File: config.mk
export PLATFORM = sky130hd
export DESIGN_NAME = n_bit_pg_restoring_divider
export DESIGN_NICKNAME = d
export VERILOG_FILES = /design/src/rtl/n_bit_pg_restoring_divider_pkg.sv /design/src/rtl/n_bit_pg_ripple_subtractor.sv /design/src/rtl/n_bit_pg_restoring_divider.sv
export SDC_FILE = /design/constraint.sdc
export NUM_CORES = 1
export LEC_CHECK = 0
export CAP_MARGIN = 20
export CELL_PAD_IN_SITES_DETAIL_PLACEMENT = 0
export CELL_PAD_IN_SITES_GLOBAL_PLACEMENT = 1
export CORE_MARGIN = 2
export CORE_UTILIZATION = 44
export CTS_BUF_LIST = sky130_fd_sc_hd__clkbuf_2
export DETAILED_ROUTE_END_ITERATION = 10
export HOLD_SLACK_MARGIN = 0.02
export PLACE_DENSITY_LB_ADDON = 0.1
export SYNTH_ARGS = -nofsm -noshare
export SYNTH_HDL_FRONTEND = slang
export SYNTH_SLANG_ARGS = --single-unit
File: constraint.sdc
create_clock -name clk -period 19.3 [get_ports clk]
set_input_delay 3.86 -clock clk [delete_from_list [all_inputs] [get_ports clk]]
set_output_delay 3.86 -clock clk [all_outputs]
set_load 0.05 [all_outputs]
File: src/rtl/n_bit_pg_restoring_divider_pkg.sv
// n_bit_pg_restoring_divider_pkg: shared FSM state type and default operand width for the restoring divider
package n_bit_pg_restoring_divider_pkg;
  typedef enum logic [1:0] {IDLE, CALC, DONE} state_t;
  localparam int DEF_N = 32;
endpackage

File: src/rtl/n_bit_pg_ripple_subtractor.sv
// n_bit_pg_ripple_subtractor: W-bit PG ripple subtractor D=X-Y (ports: X, Y in [W:1]; D out [W:1]; borrow out, high when X<Y)
module n_bit_pg_ripple_subtractor #(
  parameter int W = 33
) (
  input  logic [W:1] X,
  input  logic [W:1] Y,
  output logic [W:1] D,
  output logic       borrow
);
  logic [W:1] g, p;
  logic [W:0] c;
  assign g = X & ~Y;
  assign p = X ^ ~Y;
  assign c[0] = 1'b1;
  for (genvar i = 1; i <= W; i++) begin : g_rip
    assign c[i] = g[i] | (p[i] & c[i-1]);
  end
  assign D = p ^ c[W-1:0];
  assign borrow = ~c[W];
endmodule

File: src/rtl/n_bit_pg_restoring_divider.sv
// n_bit_pg_restoring_divider: sequential N-bit unsigned restoring divider, one quotient bit per clock
// Ports: clk, reset (sync, active-high), start, A/B [N:1] dividend/divisor, busy, done (1-cycle pulse),
//        Q/R [N:1] quotient/remainder (held until next result), div_by_zero.
// Macro DIVIDER_ZERO_DETECT_EN: when defined, B==0 skips the iterations and finishes in one cycle with div_by_zero=1.
module n_bit_pg_restoring_divider
  import n_bit_pg_restoring_divider_pkg::*;
#(
  parameter int N = DEF_N
) (
  input  logic       clk,
  input  logic       reset,
  input  logic       start,
  input  logic [N:1] A,
  input  logic [N:1] B,
  output logic       busy,
  output logic       done,
  output logic [N:1] Q,
  output logic [N:1] R,
  output logic       div_by_zero
);
  localparam int CW = $clog2(N + 1);
  state_t state, next;
  logic [N+1:1] pr, t, d, pr_n;
  logic [N:1] qr, br, qr_n;
  logic [CW-1:0] cnt;
  logic bw, accept, last, zero;
`ifdef DIVIDER_ZERO_DETECT_EN
  assign zero = ~|B;
`else
  assign zero = 1'b0;
`endif
  // trial value: partial remainder shifted left with the next dividend bit entering
  assign t = {pr[N:1], qr[N]};
  n_bit_pg_ripple_subtractor #(.W(N + 1)) u_sub (
    .X(t),
    .Y({1'b0, br}),
    .D(d),
    .borrow(bw)
  );
  assign pr_n = bw ? t : d;
  assign qr_n = {qr[N-1:1], ~bw};
  assign busy = state == CALC;
  assign done = state == DONE;
  always_comb begin
    accept = start && state != CALC;
    last = cnt == CW'(1);
    next = accept ? (zero ? DONE : CALC) :
           state == CALC ? (last ? DONE : CALC) :
           IDLE;
  end
  always_ff @(posedge clk)
    if (reset) state <= IDLE;
    else state <= next;
  always_ff @(posedge clk)
    if (reset) begin
      pr <= '0;
      qr <= '0;
      br <= '0;
      cnt <= '0;
      Q <= '0;
      R <= '0;
    end else if (accept) begin
      pr <= '0;
      qr <= A;
      br <= B;
      cnt <= CW'(N);
      if (zero) begin
        Q <= '1;
        R <= A;
      end
    end else if (state == CALC) begin
      pr <= pr_n;
      qr <= qr_n;
      cnt <= cnt - CW'(1);
      if (last) begin
        Q <= qr_n;
        R <= pr_n[N:1];
      end
    end
`ifdef DIVIDER_ZERO_DETECT_EN
  always_ff @(posedge clk)
    if (reset) div_by_zero <= 1'b0;
    else if (accept && zero) div_by_zero <= 1'b1;
    else if (state == CALC && last) div_by_zero <= 1'b0;
`else
  assign div_by_zero = 1'b0;
`endif
endmodule

==> results.sh, run 1 <==
export IMPL_status="finished, final reports clean"
export IMPL_ys_ff_latch=168
export IMPL_place_inst=1147
export IMPL_finalCritPeriodShare=0.766
export IMPL_synth_top_cell_by_area="dfxtp_1"
export IMPL_drt_iter0_markers=495
export IMPL_reg2reg_slack_ns=4.52
export IMPL_crit_fanout=37
export IMPL_slowest_delay_ns=0.82
export IMPL_dpl_hpwl_um=12400
export IMPL_fmax_mhz=67.7
export IMPL_worstPathArrival_ns=15.43
export IMPL_dieWidth_um=136
export IMPL_drc_errors=0
export IMPL_worst_path_buf_inv=3
export IMPL_final_hold_viol_count=0
export IMPL_timing_rr_end="R[14]"
export IMPL_path_delay_family="adder cells"
export IMPL_rr_worst_depth=38
export IMPL_avgViaCountPerCell=5.71
export IMPL_worst_hold_path_num_cells=2
export IMPL_drtAntennaViolNets=0
export IMPL_yosys_warnings=0
export IMPL_slowest_stage="fa_1"
export IMPL_synth_area_um2=7650
export IMPL_cts_sinks=168
export IMPL_relSlewSlack=0.332
export IMPL_finalMaxSlewViolations=0
export IMPL_critPathRequiredTime_ns=19.95
export IMPL_initial_utilization=0.446
export IMPL_place_gp_congestion=0.759
export IMPL_syn_avg_cell_area_um2=8.75
export IMPL_cellLeakagePower_nw=3.02
export IMPL_syn_to_final_growth_pct=20.1
export IMPL_crit_type="reg2reg"
export IMPL_cts_htree_levels=4
export IMPL_finalSetupViolations=0
export IMPL_worstReg2RegStart="qr[32]"
export IMPL_synth_fp_nets=976
export IMPL_grt_antenna_before_repair=1
export IMPL_utilization=0.535
export IMPL_die_area_um2=18500
export IMPL_grt_pass1_wl_um=33700
export IMPL_crit_top_cell="fa_1"
export IMPL_grt_max_degree=83
export IMPL_netlist_instances=875
export IMPL_instances_no_fill=1181
export IMPL_drive_gt1_frac=0.0534
export IMPL_ctsHoldBuffers=0
export IMPL_clockBufferDepth=2
export IMPL_synth_top_cell_area_share=0.439
export IMPL_power_density_nw_per_um2=85.3
export IMPL_min_to="R[9]"
export IMPL_register_area_um2=3360
export IMPL_synth_distinct_cells=34
export IMPL_min_from="R[9]"
export IMPL_clock_root_buffer="clkbuf_2"
export IMPL_grt_pass1_vias=6680
export IMPL_die_h_um=136
export IMPL_finalSetupTns_ns=0
export IMPL_num_vias=6739
export IMPL_fin_crit_ns=14.78
export IMPL_irDropWorstVdd_v=0.0000597
export IMPL_drt_wirelength_per_cell_um=17.2
export IMPL_fillers=1630
export IMPL_portBuffers=132
export IMPL_cts_tree="built"
export IMPL_synthTopCellsByArea="dfxtp_1 (44%), a21oi_1 (8.5%), o21ai_0 (8.3%)"
export IMPL_row_count=48
export IMPL_grt_usage=0.228
export IMPL_multi_input_area_um2=3790
export IMPL_critPathLaunchType="flop"
export IMPL_drt_total_wl_um=20300
export IMPL_worst_pin_slew_ns=1.00
export IMPL_core_area_um2=17200
export IMPL_grt_remaining_overflow=0
export IMPL_cts_setup_buffers=0
export IMPL_hold_path_class="reg2reg"
export IMPL_clkTransAtPathRegs_ns=0.24
export IMPL_seq_area_frac_synth=0.439
export IMPL_skew_ns=0.0352
export IMPL_nets=1043
export IMPL_firstDrtPassIters=5
export IMPL_ios=134
export IMPL_rsz0062_at_grt="no"
export IMPL_clock_latency_ns=0.74
export IMPL_max_cap_violations=0
export IMPL_cts_resized_gates=0
export IMPL_cp_end_kind="flop"
export IMPL_numCtsBuffers=17
## stage by stage
step | total power [W] | hold slack [ns] | setup slack (ns) | area (um2)
6_report | 0.000785 | 0.491 | 4.52 | 9200
5_1_grt | 0.000844 | 0.515 | 3.86 | 9200
4_1_cts | 0.000791 | 0.495 | 4.54 | 9170
3_5_place_dp | 0.000628 | 0.470 | 4.67 | 8980
3_3_place_gp | 0.000615 | 0.464 | 4.44 | 8960
2_1_floorplan | 0.000558 | 0.454 | 6.07 | 7650
## per-layer routing
layer / vias to the layer above / global-route usage / wire, um
li1: 3277 / - / -
met1: 3281 / 0.299 / 9230
met2: 164 / 0.382 / 9890
met3: 17 / 0.0541 / 979
met4: 0 / 0.0532 / 189
met5: - / 0 / 0
## registers in the layout, summed over array words and instances, names as in the netlist
name / cells
qr: 32
pr: 32
R: 32
cnt: 6
br: 32
state: 2
Q: 32
## Yosys cell counts
cell / count
nand2_1: 33
nor2_1: 36
mux2i_1: 33
or3b_2: 1
inv_1: 37
a221oi_1: 1
dfxtp_1: 168
nand3b_1: 1
buf_4: 1
clkbuf_1: 70
nor3b_1: 1
buf_1: 13
nand2b_1: 1
a311oi_1: 1
o21ai_0: 127
fa_1: 31
nand3_1: 63
nor4b_1: 2
a211oi_1: 36
a21oi_1: 130
o2111ai_1: 31
or3_1: 3
or4b_4: 1
ha_1: 3
o211ai_1: 31
inv_2: 1
or2_2: 1
a21o_1: 1
xor2_1: 1
nor2b_1: 1
nor3_1: 4
buf_6: 1
buf_2: 9
conb_1: 1
## cell usage in the layout (no fill, tap or decap), types with 33 or more instances in the layout
cell / count
inv_1: 37
a211oi_1: 36
dfxtp_1: 168
a21oi_1: 130
mux2i_1: 33
clkdlybuf4s50_1: 130
o21ai_0: 127
nand2_1: 33
nand3_1: 63
nor2_1: 36
## worst max-delay path by stage
stage,start,to,cells past startpoint
after floorplan,qr[32],qr[1],39
after global placement,qr[32],pr[32],37
after detailed placement,qr[32],R[5],38
after CTS,qr[32],pr[10],38
after global routing,qr[32],R[2],38
final,qr[32],R[14],38
## report_power, final
part	internal [W]	leakage, nW	switching [W]	total, W
registers	0.000370	1.37	0.0000210	0.000391
logic	0.0000851	1.54	0.000147	0.000232
clock network	0.0000357	0.117	0.000126	0.000162
## area by class of cell
| cell class | count | area share |
|---|---|---|
| antenna | 1 | 0.000272 |
| clock buffer | 19 | 0.0103 |
| clock inverter | 13 | 0.0110 |
| inverter | 38 | 0.0155 |
| multi-input combinational | 575 | 0.412 |
| sequential | 168 | 0.366 |
| tap | 225 | 0.0306 |
| timing repair buffer | 142 | 0.154 |
## tightest hold or removal path: stages, from the launching register on
cell     delay, ns
dfxtp_1       0.36
o21ai_0       0.06
a21oi_1       0.06
## kinds of logic after synthesis
kind of cell / Yosys count / synth area share
AO/OA/AOI/OAI: 358 / 0.272
flip-flops: 168 / 0.439
AND/OR/NAND/NOR: 148 / 0.0897
buffers and inverters: 132 / 0.0677
adder cells (fa/ha/maj): 34 / 0.0860
multiplexers: 33 / 0.0432
other: 1 / 0.000490
XOR/XNOR: 1 / 0.00114
No activity file was read; power rests on OpenSTA's default activity.
==> inputs of run 2 (changes only) <==
CORE_UTILIZATION = 41   (was 44)
clock period = 15 ns   (was 19.3 ns; I/O delays follow)
==> results.sh, run 2 (synthesis gave the netlist of run 1 again) <==
export IMPL_drive_gt1_frac=0.0554
export IMPL_grt_pass1_vias=6680
export IMPL_dpl_hpwl_um=12700
export IMPL_avgViaCountPerCell=5.72
export IMPL_critPathRequiredTime_ns=15.65
export IMPL_clockBufferDepth=2
export IMPL_hold_path_class="reg2reg"
export IMPL_grt_pass1_wl_um=34400
export IMPL_grt_remaining_overflow=0
export IMPL_rsz0062_at_grt="no"
export IMPL_row_count=49
export IMPL_drt_total_wl_um=21000
export IMPL_stdcell_area_um2=9320
export IMPL_crit_fanout=32
export IMPL_drtAntennaViolNets=0
export IMPL_nets=1046
export IMPL_holdWs_ns=0.474
export IMPL_drt_wirelength_per_cell_um=17.7
export IMPL_core_area_um2=18100
export IMPL_syn_to_final_growth_pct=21.7
export IMPL_critPathLaunchType="flop"
export IMPL_max_cap_violations=0
export IMPL_slowest_delay_ns=0.42
export IMPL_finalSetupTns_ns=0
export IMPL_numCtsBuffers=17
export IMPL_power_density_nw_per_um2=119
export IMPL_ctsHoldBuffers=0
export IMPL_final_common_cell="dfxtp_1"
export IMPL_place_inst=1155
export IMPL_crit_top_cell="fa_1"
export IMPL_portBuffers=132
export IMPL_relSlewSlack=0.280
export IMPL_ios=134
export IMPL_die_area_um2=19800
export IMPL_drt_iter0_markers=448
export IMPL_clock_latency_ns=0.73
export IMPL_finalSetupViolations=0
export IMPL_cts_resized_gates=0
export IMPL_grt_antenna_before_repair=1
export IMPL_dieWidth_um=141
export IMPL_fmax_mhz=70.3
export IMPL_cts_htree_levels=4
export IMPL_cts_setup_buffers=0
export IMPL_multi_input_area_um2=3790
export IMPL_placed_area_um2=9000
export IMPL_drc_errors=0
export IMPL_clock_root_buffer="clkbuf_2"
export IMPL_initial_utilization=0.422
export IMPL_finalCritPeriodShare=0.948
export IMPL_register_area_um2=3360
export IMPL_fin_crit_ns=14.22
export IMPL_place_gp_congestion=0.768
export IMPL_grt_max_degree=101
export IMPL_utilization=0.513
export IMPL_cp_end_kind="flop"
export IMPL_grt_usage=0.214
export IMPL_final_cell_mix="dfxtp_1 (168), a21oi_1 (130), clkdlybuf4s50_1 (130)"
export IMPL_firstDrtPassIters=5
export IMPL_die_h_um=141
export IMPL_num_vias=6784
export IMPL_finalMaxSlewViolations=0
export IMPL_cts_tree="built"
export IMPL_reg2reg_slack_ns=0.78
export IMPL_cts_sinks=168
export IMPL_clkTransAtPathRegs_ns=0.24
export IMPL_instances_no_fill=1187
export IMPL_slowest_stage="dfxtp_1"
export IMPL_skew_ns=0.0409
export IMPL_status="finished, final reports clean"
export IMPL_crit_type="reg2reg"
export IMPL_final_hold_viol_count=0
export IMPL_fillers=1726
export IMPL_irDropWorstVdd_v=0.0000688
export IMPL_worstPathArrival_ns=14.87
export IMPL_cellLeakagePower_nw=3.10
export IMPL_worst_pin_slew_ns=1.08
[run 2: through the flow]
step	worst slack, ns	total power (W)
floorplan	1.77	0.000718
global placement	1.09	0.000801
detailed placement	0.869	0.000810
CTS	0.796	0.00111
global route	0.285	0.00118
finish	0.779	0.00111
[run 2: path summary, 6_finish.rpt]
path	start	endpoint	cells after the start
setup reg to reg	qr[32]	qr[1]	39
hold / removal	qr[21]	Q[22]	2
hold reg to reg	qr[21]	Q[22]	2
setup / recovery	qr[32]	qr[1]	39
[run 2: area by class of cell]
cell class	instances	share of cell area
Clock buffer	17	0.00913
Sequential cell	168	0.361
Clock inverter	14	0.0247
Antenna cell	1	0.000269
Multi-Input combinational cell	575	0.407
Timing Repair Buffer	145	0.152
Inverter	38	0.0153
Tap cell	229	0.0308
[run 2: where the power goes]
group | internal, W | leakage, nW | switching [W]
combinational | 0.000109 | 1.54 | 0.000193
sequential | 0.000476 | 1.37 | 0.0000274
clock | 0.000141 | 0.183 | 0.000161
[run 2: metal layers]
| layer | wire length, um | track usage | vias to the layer above |
|---|---|---|---|
| met5 | 0 | 0 | - |
| met4 | 180 | 0.0574 | 0 |
| met3 | 1170 | 0.0574 | 16 |
| met2 | 10200 | 0.356 | 187 |
| met1 | 9520 | 0.277 | 3288 |
| li1 | - | - | 3293 |
[run 2: critical path, delay by kind of cell, from the launching register on]
kind                       cells  cell delay, ns
adders and majority gates     32           12.23
DFF                            1            0.42
buffers and inverters          4            0.79
and+or+nand+nor                2            0.45
AOI/OAI and AO/OA              1            0.23
